## src/rtl/hglobal.sv

```systemverilog
// Shared definitions for the handshake sink family: on/off levels, default payload width and req settle time.
`ifndef HGLOBAL_SV
`define HGLOBAL_SV
`define NS_OFF 1'b0
`define NS_ON 1'b1
`define NS_DATA_SIZE 8
`define NS_REQ_CKS 2
`endif

```

## src/rtl/hmulti_sink_pkg.sv

```systemverilog
// Shared types and the round-robin pick helper for hmulti_sink.
`include "hglobal.sv"
package hmulti_sink_pkg;

  localparam int MAX_NCH = 16;

  typedef struct packed {
    logic       found;
    logic [3:0] idx;
  } rr_pick_t;

  // First set bit of elig at or after ptr, wrapping within n channels.
  function automatic rr_pick_t rr_pick(input logic [MAX_NCH-1:0] elig,
                                       input logic [3:0] ptr,
                                       input int unsigned n);
    rr_pick_t    r;
    int unsigned idx;
    r = '0;
    for (int unsigned k = 0; k < MAX_NCH; k++) begin
      idx = 32'(ptr) + k;
      if (idx >= n) idx = idx - n;
      if (k < n && !r.found && elig[idx[3:0]]) begin
        r.found = 1'b1;
        r.idx   = idx[3:0];
      end
    end
    return r;
  endfunction

endpackage

```

## src/rtl/hreq_debouncer.sv

```systemverilog
// Req debouncer: ckd_req follows req once it has held a new level for CKS samples.
// rdy rises CKS cycles after reset release; no backpressure.
`include "hglobal.sv"
module hreq_debouncer #(
  parameter int CKS = `NS_REQ_CKS
) (
  input  logic clk,
  input  logic reset,
  input  logic req,
  output logic ckd_req,
  output logic rdy
);

  localparam int CW = (CKS > 1) ? $clog2(CKS + 1) : 1;
  localparam logic [CW-1:0] LAST = CW'(CKS - 1);

  logic [CW-1:0] cnt_q, cnt_d, rcnt_q, rcnt_d;
  logic          ckd_q, ckd_d, rdy_q, rdy_d;

  always_comb begin
    cnt_d  = '0;
    ckd_d  = ckd_q;
    rcnt_d = rcnt_q;
    rdy_d  = rdy_q;
    // any sample matching the current level restarts the stability count
    if (req != ckd_q) begin
      if (cnt_q == LAST) ckd_d = req;
      else               cnt_d = cnt_q + CW'(1);
    end
    if (!rdy_q) begin
      if (rcnt_q == LAST) rdy_d  = 1'b1;
      else                rcnt_d = rcnt_q + CW'(1);
    end
  end

  always_ff @(posedge clk) begin
    if (reset) begin
      cnt_q  <= '0;
      rcnt_q <= '0;
      ckd_q  <= `NS_OFF;
      rdy_q  <= 1'b0;
    end else begin
      cnt_q  <= cnt_d;
      rcnt_q <= rcnt_d;
      ckd_q  <= ckd_d;
      rdy_q  <= rdy_d;
    end
  end

  assign ckd_req = ckd_q;
  assign rdy     = rdy_q;

endmodule

```

## src/rtl/hmulti_sink.sv

```systemverilog
// Multi-channel four-phase sink: debounced reqs, round-robin accept (one per cycle), ack one edge after accept,
// optional per-channel sequence check with sticky error; senders are throttled purely by withholding ack.
`include "hglobal.sv"
module hmulti_sink
  import hmulti_sink_pkg::*;
#(
  parameter int NCH         = 4,
  parameter int DSZ         = `NS_DATA_SIZE,
  parameter int CSZ         = 16,
  parameter int RCV_REQ_CKS = `NS_REQ_CKS,
  parameter int CHK_SEQ     = 1
) (
  input  logic                                  gch_clk,
  input  logic                                  gch_reset,
  output logic                                  gch_ready,
  input  logic [NCH-1:0]                        rcv_req,
  output logic [NCH-1:0]                        rcv_ack,
  input  logic [NCH*DSZ-1:0]                    rcv_data,
  output logic [CSZ-1:0]                        msg_cnt,
  output logic                                  err,
  output logic [((NCH > 1) ? $clog2(NCH) : 1)-1:0] err_chnl
);

  localparam int   ECW     = (NCH > 1) ? $clog2(NCH) : 1;
  localparam logic ST_INIT = `NS_OFF;
  localparam logic ST_RUN  = `NS_ON;

  logic                 state_q, state_d;
  logic [NCH-1:0]       ckd_req, dbc_rdy, elig;
  logic [NCH-1:0]       ack_q, ack_d, armed_q, armed_d;
  logic [MAX_NCH-1:0]   elig16;
  logic [3:0]           ptr_q, ptr_d;
  logic [CSZ-1:0]       cnt_q, cnt_d;
  logic                 err_q, err_d;
  logic [ECW-1:0]       ech_q, ech_d, gidx;
  rr_pick_t             pick;
  logic                 accept, mism;

  for (genvar g = 0; g < NCH; g++) begin : g_dbc
    hreq_debouncer #(.CKS(RCV_REQ_CKS)) u_dbc (
      .clk    (gch_clk),
      .reset  (gch_reset),
      .req    (rcv_req[g]),
      .ckd_req(ckd_req[g]),
      .rdy    (dbc_rdy[g])
    );
  end

  always_ff @(posedge gch_clk) begin
    if (gch_reset) state_q <= ST_INIT;
    else           state_q <= state_d;
  end

  always_comb begin
    state_d = state_q;
    case (state_q)
      ST_INIT: state_d = ST_RUN;
      default: state_d = ST_RUN;
    endcase
  end

  always_comb gch_ready = (state_q == ST_RUN) && (&dbc_rdy);

  // armed blocks a req that was already high across reset until the sender returns it low
  always_comb begin
    elig   = ckd_req & ~ack_q & armed_q;
    elig16 = '0;
    elig16[NCH-1:0] = elig;
    pick   = rr_pick(elig16, ptr_q, NCH);
    accept = gch_ready && pick.found;
    gidx   = ECW'(pick.idx);
  end

  always_comb begin
    ack_d   = '0;
    armed_d = armed_q | ({NCH{gch_ready}} & ~ckd_req);
    ptr_d   = ptr_q;
    cnt_d   = cnt_q;
    err_d   = err_q;
    ech_d   = ech_q;
    for (int i = 0; i < NCH; i++) begin
      if (ack_q[i]) ack_d[i] = ckd_req[i];
      else          ack_d[i] = accept && (int'(pick.idx) == i);
    end
    if (state_q == ST_INIT) ack_d = '0;
    if (accept) begin
      ptr_d = (pick.idx == 4'(NCH - 1)) ? 4'd0 : pick.idx + 4'd1;
      if (cnt_q != {CSZ{1'b1}}) cnt_d = cnt_q + CSZ'(1);
    end
    if (mism && !err_q) begin
      err_d = 1'b1;
      ech_d = gidx;
    end
  end

  if (CHK_SEQ != 0) begin : g_seq
    logic [DSZ-1:0] exp_q [NCH];
    logic [DSZ-1:0] smp_dat;

    assign smp_dat = rcv_data[gidx*DSZ +: DSZ];
    assign mism    = accept && (smp_dat != exp_q[gidx]);

    // the expected value advances on every accept, mismatching or not
    always_ff @(posedge gch_clk) begin
      if (gch_reset) begin
        for (int i = 0; i < NCH; i++) exp_q[i] <= '0;
      end else if (accept) begin
        exp_q[gidx] <= exp_q[gidx] + DSZ'(1);
      end
    end
  end else begin : g_noseq
    assign mism = 1'b0;
  end

  always_ff @(posedge gch_clk) begin
    if (gch_reset) begin
      ack_q   <= '0;
      armed_q <= '0;
      ptr_q   <= '0;
      cnt_q   <= '0;
      err_q   <= 1'b0;
      ech_q   <= '0;
    end else begin
      ack_q   <= ack_d;
      armed_q <= armed_d;
      ptr_q   <= ptr_d;
      cnt_q   <= cnt_d;
      err_q   <= err_d;
      ech_q   <= ech_d;
    end
  end

  assign rcv_ack  = ack_q;
  assign msg_cnt  = cnt_q;
  assign err      = err_q;
  assign err_chnl = ech_q;

endmodule

```

## config.mk

```make
export PLATFORM = sky130hd
export DESIGN_NAME = hmulti_sink
export DESIGN_NICKNAME = d
export VERILOG_FILES = /design/src/rtl/hmulti_sink_pkg.sv /design/src/rtl/hreq_debouncer.sv /design/src/rtl/hmulti_sink.sv
export VERILOG_INCLUDE_DIRS = /design/src /design/src/rtl
export SDC_FILE = /design/constraint.sdc
export NUM_CORES = 1
export LEC_CHECK = 0
export CAP_MARGIN = 20
export CORE_MARGIN = 5
export CORE_UTILIZATION = 47
export DETAILED_ROUTE_END_ITERATION = 7
export PLACE_DENSITY = 0.67
export SETUP_SLACK_MARGIN = 0.1
export SKIP_CTS_REPAIR_TIMING = 1
export SKIP_LAST_GASP = 1
export SLEW_MARGIN = 20
export SYNTH_ARGS = -nofsm -noshare
export SYNTH_HDL_FRONTEND = slang
export SYNTH_SLANG_ARGS = --single-unit
```

## constraint.sdc

```tcl
create_clock -name gch_clk -period 6.83 [get_ports gch_clk]
set_clock_uncertainty 0.2 [all_clocks]
set_input_delay 1.366 -clock gch_clk [delete_from_list [all_inputs] [get_ports gch_clk]]
set_output_delay 1.366 -clock gch_clk [all_outputs]
set_load 0.005 [all_outputs]
```

==> results.toml <==
[outcome]
run_status = "complete, no violations"

[finish]
layout.area.seq_um2 = 2080
multiInputGateArea_um2 = 2920
nets = 679
syn_to_final_growth_pct = 18.0
antenna_cells = 0
fillers = 973
drive_gt1_share_pct = 7.72

[setup_path]
arrival_ns = 5.25
reg2reg_depth = 16
critPathRequiredTime_ns = 6.73
path_max_fanout = 26
r2r-start = "ptr_q[0]"
cp-start-kind = "flip-flop"
critPathKind = "reg2reg"
reg2reg_to = "g_seq.exp_q[1][4]"
cp-end-kind = "flip-flop"
r2r_slack_ns = 1.48

[cts]
cts_root_buf = "clkbuf_8"
clk_pin_slew_ns = 0.09
cts_buffer_depth = 2
cts_tree = "built"
cts_buffers = 9
worstSkewPairLatency_ns = 0.36
clkSinkCount = 88
htree_levels = 3

[floorplan]
die_y_um = 115
die-area_um2 = 13300
fp.coreArea_um2 = 10800
initial_core_util_pct = 48.0
rows = 38
die_x_um = 115
ios = 62

[placed_design]
place_hpwl_mm = 8.95
gp_congestion = 0.852
io_buffers = 61

[detailed_routing]
via_per_inst = 5.51
wire_per_inst_um = 15.8
drt-initial-drc-count = 211
dr_wl_met3_um = 581
via_count = 4199
wl_met2_mm = 5.91
drt_pass1_iterations = 5
ant_nets = 0
wl_met1_mm = 5.40
wl_mm = 12.0
drc = 0
top_layer = "met4"

[synth]
synth-seq-cells = 88
synth_top_family_by_area = "simple AND/OR/NAND/NOR gates"
synth_ff_type = "dfxtp_1"
synth.distinct_cells = 69
synth-adder-area-share_pct = 5.77
syn_area_um2 = 5200
synth_edf_count = 32
synth_area_per_cell_um2 = 9.36
synth_warnings = 0
synthMuxAreaShare_pct = 9.59
synth.yosys.seq_area_share_pct = 40.0
synth-xor-area-share_pct = 7.57
syn_inst = 556
async_reset_ff_share_pct = 0
synth_compound_area_share_pct = 13.2
synth-simple-area-share_pct = 19.7
synthesis.nets = 618

[pwr]
leakagePower_nw = 2.44
p_clk_share_pct = 31.7
power_switching_mw = 0.293
power_frac_seq_pct = 54.1
power_density_nw_per_um2 = 182
p_total_mw = 1.12
swShare_pct = 26.2
p_int_mw = 0.826
power_frac_comb_pct = 14.2
irDropWorstVdd_mv = 0.128

[global_route]
grt_max_degree = 47
grt_pass1_wl_mm = 20.3
overflow = 0
grt_antenna_before_repair = 0
grt_pass1_vias = 4292
track_usage_pct = 19.0

[job]
cap_violations = 0

[worst_hold_path]
holdPathStages = 1
worstHoldStart = "g_dbc[3].u_dbc.cnt_q[0]"
hp-class = "reg2reg"
min_to = "g_dbc[3].u_dbc.cnt_q[0]"

[sta]
min_period_ns = 5.35
post-route-period-util_pct = 78.3
worst_pin_slew_ns = 0.936
setup_viol = 0
maxSlewHeadroom_pct = 37.4
tns_ns = 0
slew_viol_final = 0
max_freq_mhz = 187
grt_setup_unrepaired = "false"
hold_viol_final = 0
==> through the flow <==
| stage | utilization [%] | hold WS [ns] | worst slack [ns] | instances | area [um2] |
|---|---|---|---|---|---|
| 6_report | 56.7 | 0.222 | 1.48 | 762 | 6140 |
| 5_1_grt | 56.7 | 0.245 | 1.17 | 762 | 6140 |
| 4_1_cts | 56.6 | 0.230 | 1.34 | 762 | 6130 |
| 3_5_place_dp | 54.8 | 0.216 | 1.39 | 746 | 5940 |
| 3_3_place_gp | 54.8 | 0.205 | 1.55 | 746 | 5940 |
| 2_1_floorplan | - | 0.197 | 2.39 | 556 | 5200 |
==> power groups by stage <==
| stage | Sequential [mW] | Clock, mW | Combinational (mW) |
|---|---|---|---|
| floorplan | 0.610 | 0 | 0.112 |
| global placement | 0.615 | 0 | 0.150 |
| detailed placement | 0.617 | 0 | 0.160 |
| CTS | 0.605 | 0.364 | 0.161 |
| global route | 0.611 | 0.389 | 0.184 |
| finish | 0.605 | 0.355 | 0.159 |
==> cell families (layout without fill, tap and decap cells) <==
family          count (synthesis)  in the layout
mux                            47             47
flops                          88             88
compound gates                 87             87
buf+inv                        47            113
fa+ha+maj                      24             24
xor+xnor                       45             45
simple gates                  218            218
==> cell usage after synthesis, types with 2 or more instances <==
cell type  count  area, um2
nand2b_1       2       12.5
a221oi_1       8       70.1
inv_1         26       97.6
nand4_1        5       31.3
o311a_1        2       20.0
o211ai_1       9       67.6
a22oi_1        2       15.0
nand3b_1       9       67.6
nor3_2         2       20.0
and4bb_1       2       25.0
and2_1         2       12.5
and3_1         9       56.3
buf_6          4       45.0
a2bb2oi_1      2       17.5
mux2_2         6       67.6
a31oi_1        3       18.8
xnor2_1       27        236
xor2_1        18        158
buf_2          5       25.0
inv_2          2       7.51
buf_1          2       7.51
clkbuf_1       6       22.5
a221oi_2       2       30.0
a21boi_0       2       15.0
o21a_1         2       15.0
edfxtp_1      32        961
a31o_2         2       17.5
o211a_1        2       20.0
nor3_1         7       35.0
nand3_1       16       80.1
nand2_1       55        206
o32ai_1        2       17.5
mux2i_1       38        380
or3_1          6       37.5
and4_1         3       26.3
o21ai_0        9       45.0
and4b_1        2       20.0
a221o_1        2       20.0
nor2_1        91        342
ha_1          24        300
a21oi_1       13       65.1
o22ai_1        6       37.5
a211oi_1       6       45.0
dfxtp_1       56       1120
==> area by class of cell <==
class	count	share of cell area, %
clock buffers	11	2.65
clock inverters	5	0.550
inverters	29	1.77
multi-input cells	421	47.5
flip-flops and latches	88	33.9
well taps	140	2.85
repair buffers	68	10.8
==> critical path, cell delays in order (launching register included) <==
cell,delay (ns)
dfxtp_1,0.89
inv_2,0.22
ha_1,0.33
xnor2_1,0.14
ha_1,0.31
nor2_1,0.04
a311o_1,0.35
a31o_2,0.36
a2bb2oi_4,0.74
mux2i_1,0.24
mux2i_4,0.21
ha_1,0.21
inv_1,0.07
or3b_1,0.38
xor2_1,0.15
nand2_1,0.15
nor2_1,0.07
==> flip-flops by register name, indices dropped and copies added, names as in the netlist, 4 cells and up <==
signal	flops
armed_q	4
g_dbc.u_dbc.ckd_req	4
rcv_ack	4
g_dbc.u_dbc.cnt_q	8
g_dbc.u_dbc.rdy	4
g_dbc.u_dbc.rcnt_q	8
ptr_q	4
g_seq.exp_q	32
msg_cnt	16
==> worst max-delay path by stage <==
stage | endpoint | slack (ns) | depth (start not counted) | startpoint
after global routing | g_seq.exp_q[2][4] | 1.17 | 16 | ptr_q[0]
after global placement | err_chnl[0] | 1.55 | 16 | ptr_q[0]
after floorplan | g_seq.exp_q[2][4] | 2.39 | 19 | ptr_q[0]
after detailed placement | err_chnl[0] | 1.39 | 15 | ptr_q[0]
after CTS | err_chnl[0] | 1.34 | 15 | ptr_q[0]
final | g_seq.exp_q[1][4] | 1.48 | 16 | ptr_q[0]
==> routing by layer <==
metal  vias up  GRT usage [%]
met5         -              0
met4         0           6.18
met3        11           3.63
met2       103           32.3
met1      1982           24.2
li1       2103              -
==> cell usage in the layout, fill, tap and decap left out, drive strengths merged, types with 9 or more instances in the layout <==
cell / netlist / layout
clkbuf: 6 / 11
o211ai: 9 / 9
edfxtp: 32 / 32
xor2: 18 / 18
nand2: 55 / 55
inv: 28 / 31
ha: 24 / 24
a221oi: 10 / 10
mux2i: 40 / 40
o21ai: 9 / 9
nor2: 92 / 92
xnor2: 27 / 27
nand3: 16 / 16
nand3b: 9 / 9
dfxtp: 56 / 56
a21oi: 15 / 15
clkdlybuf4s50: 0 / 61
and3: 9 / 9
nor3: 9 / 9
No activity file was read; power rests on OpenSTA's default activity.
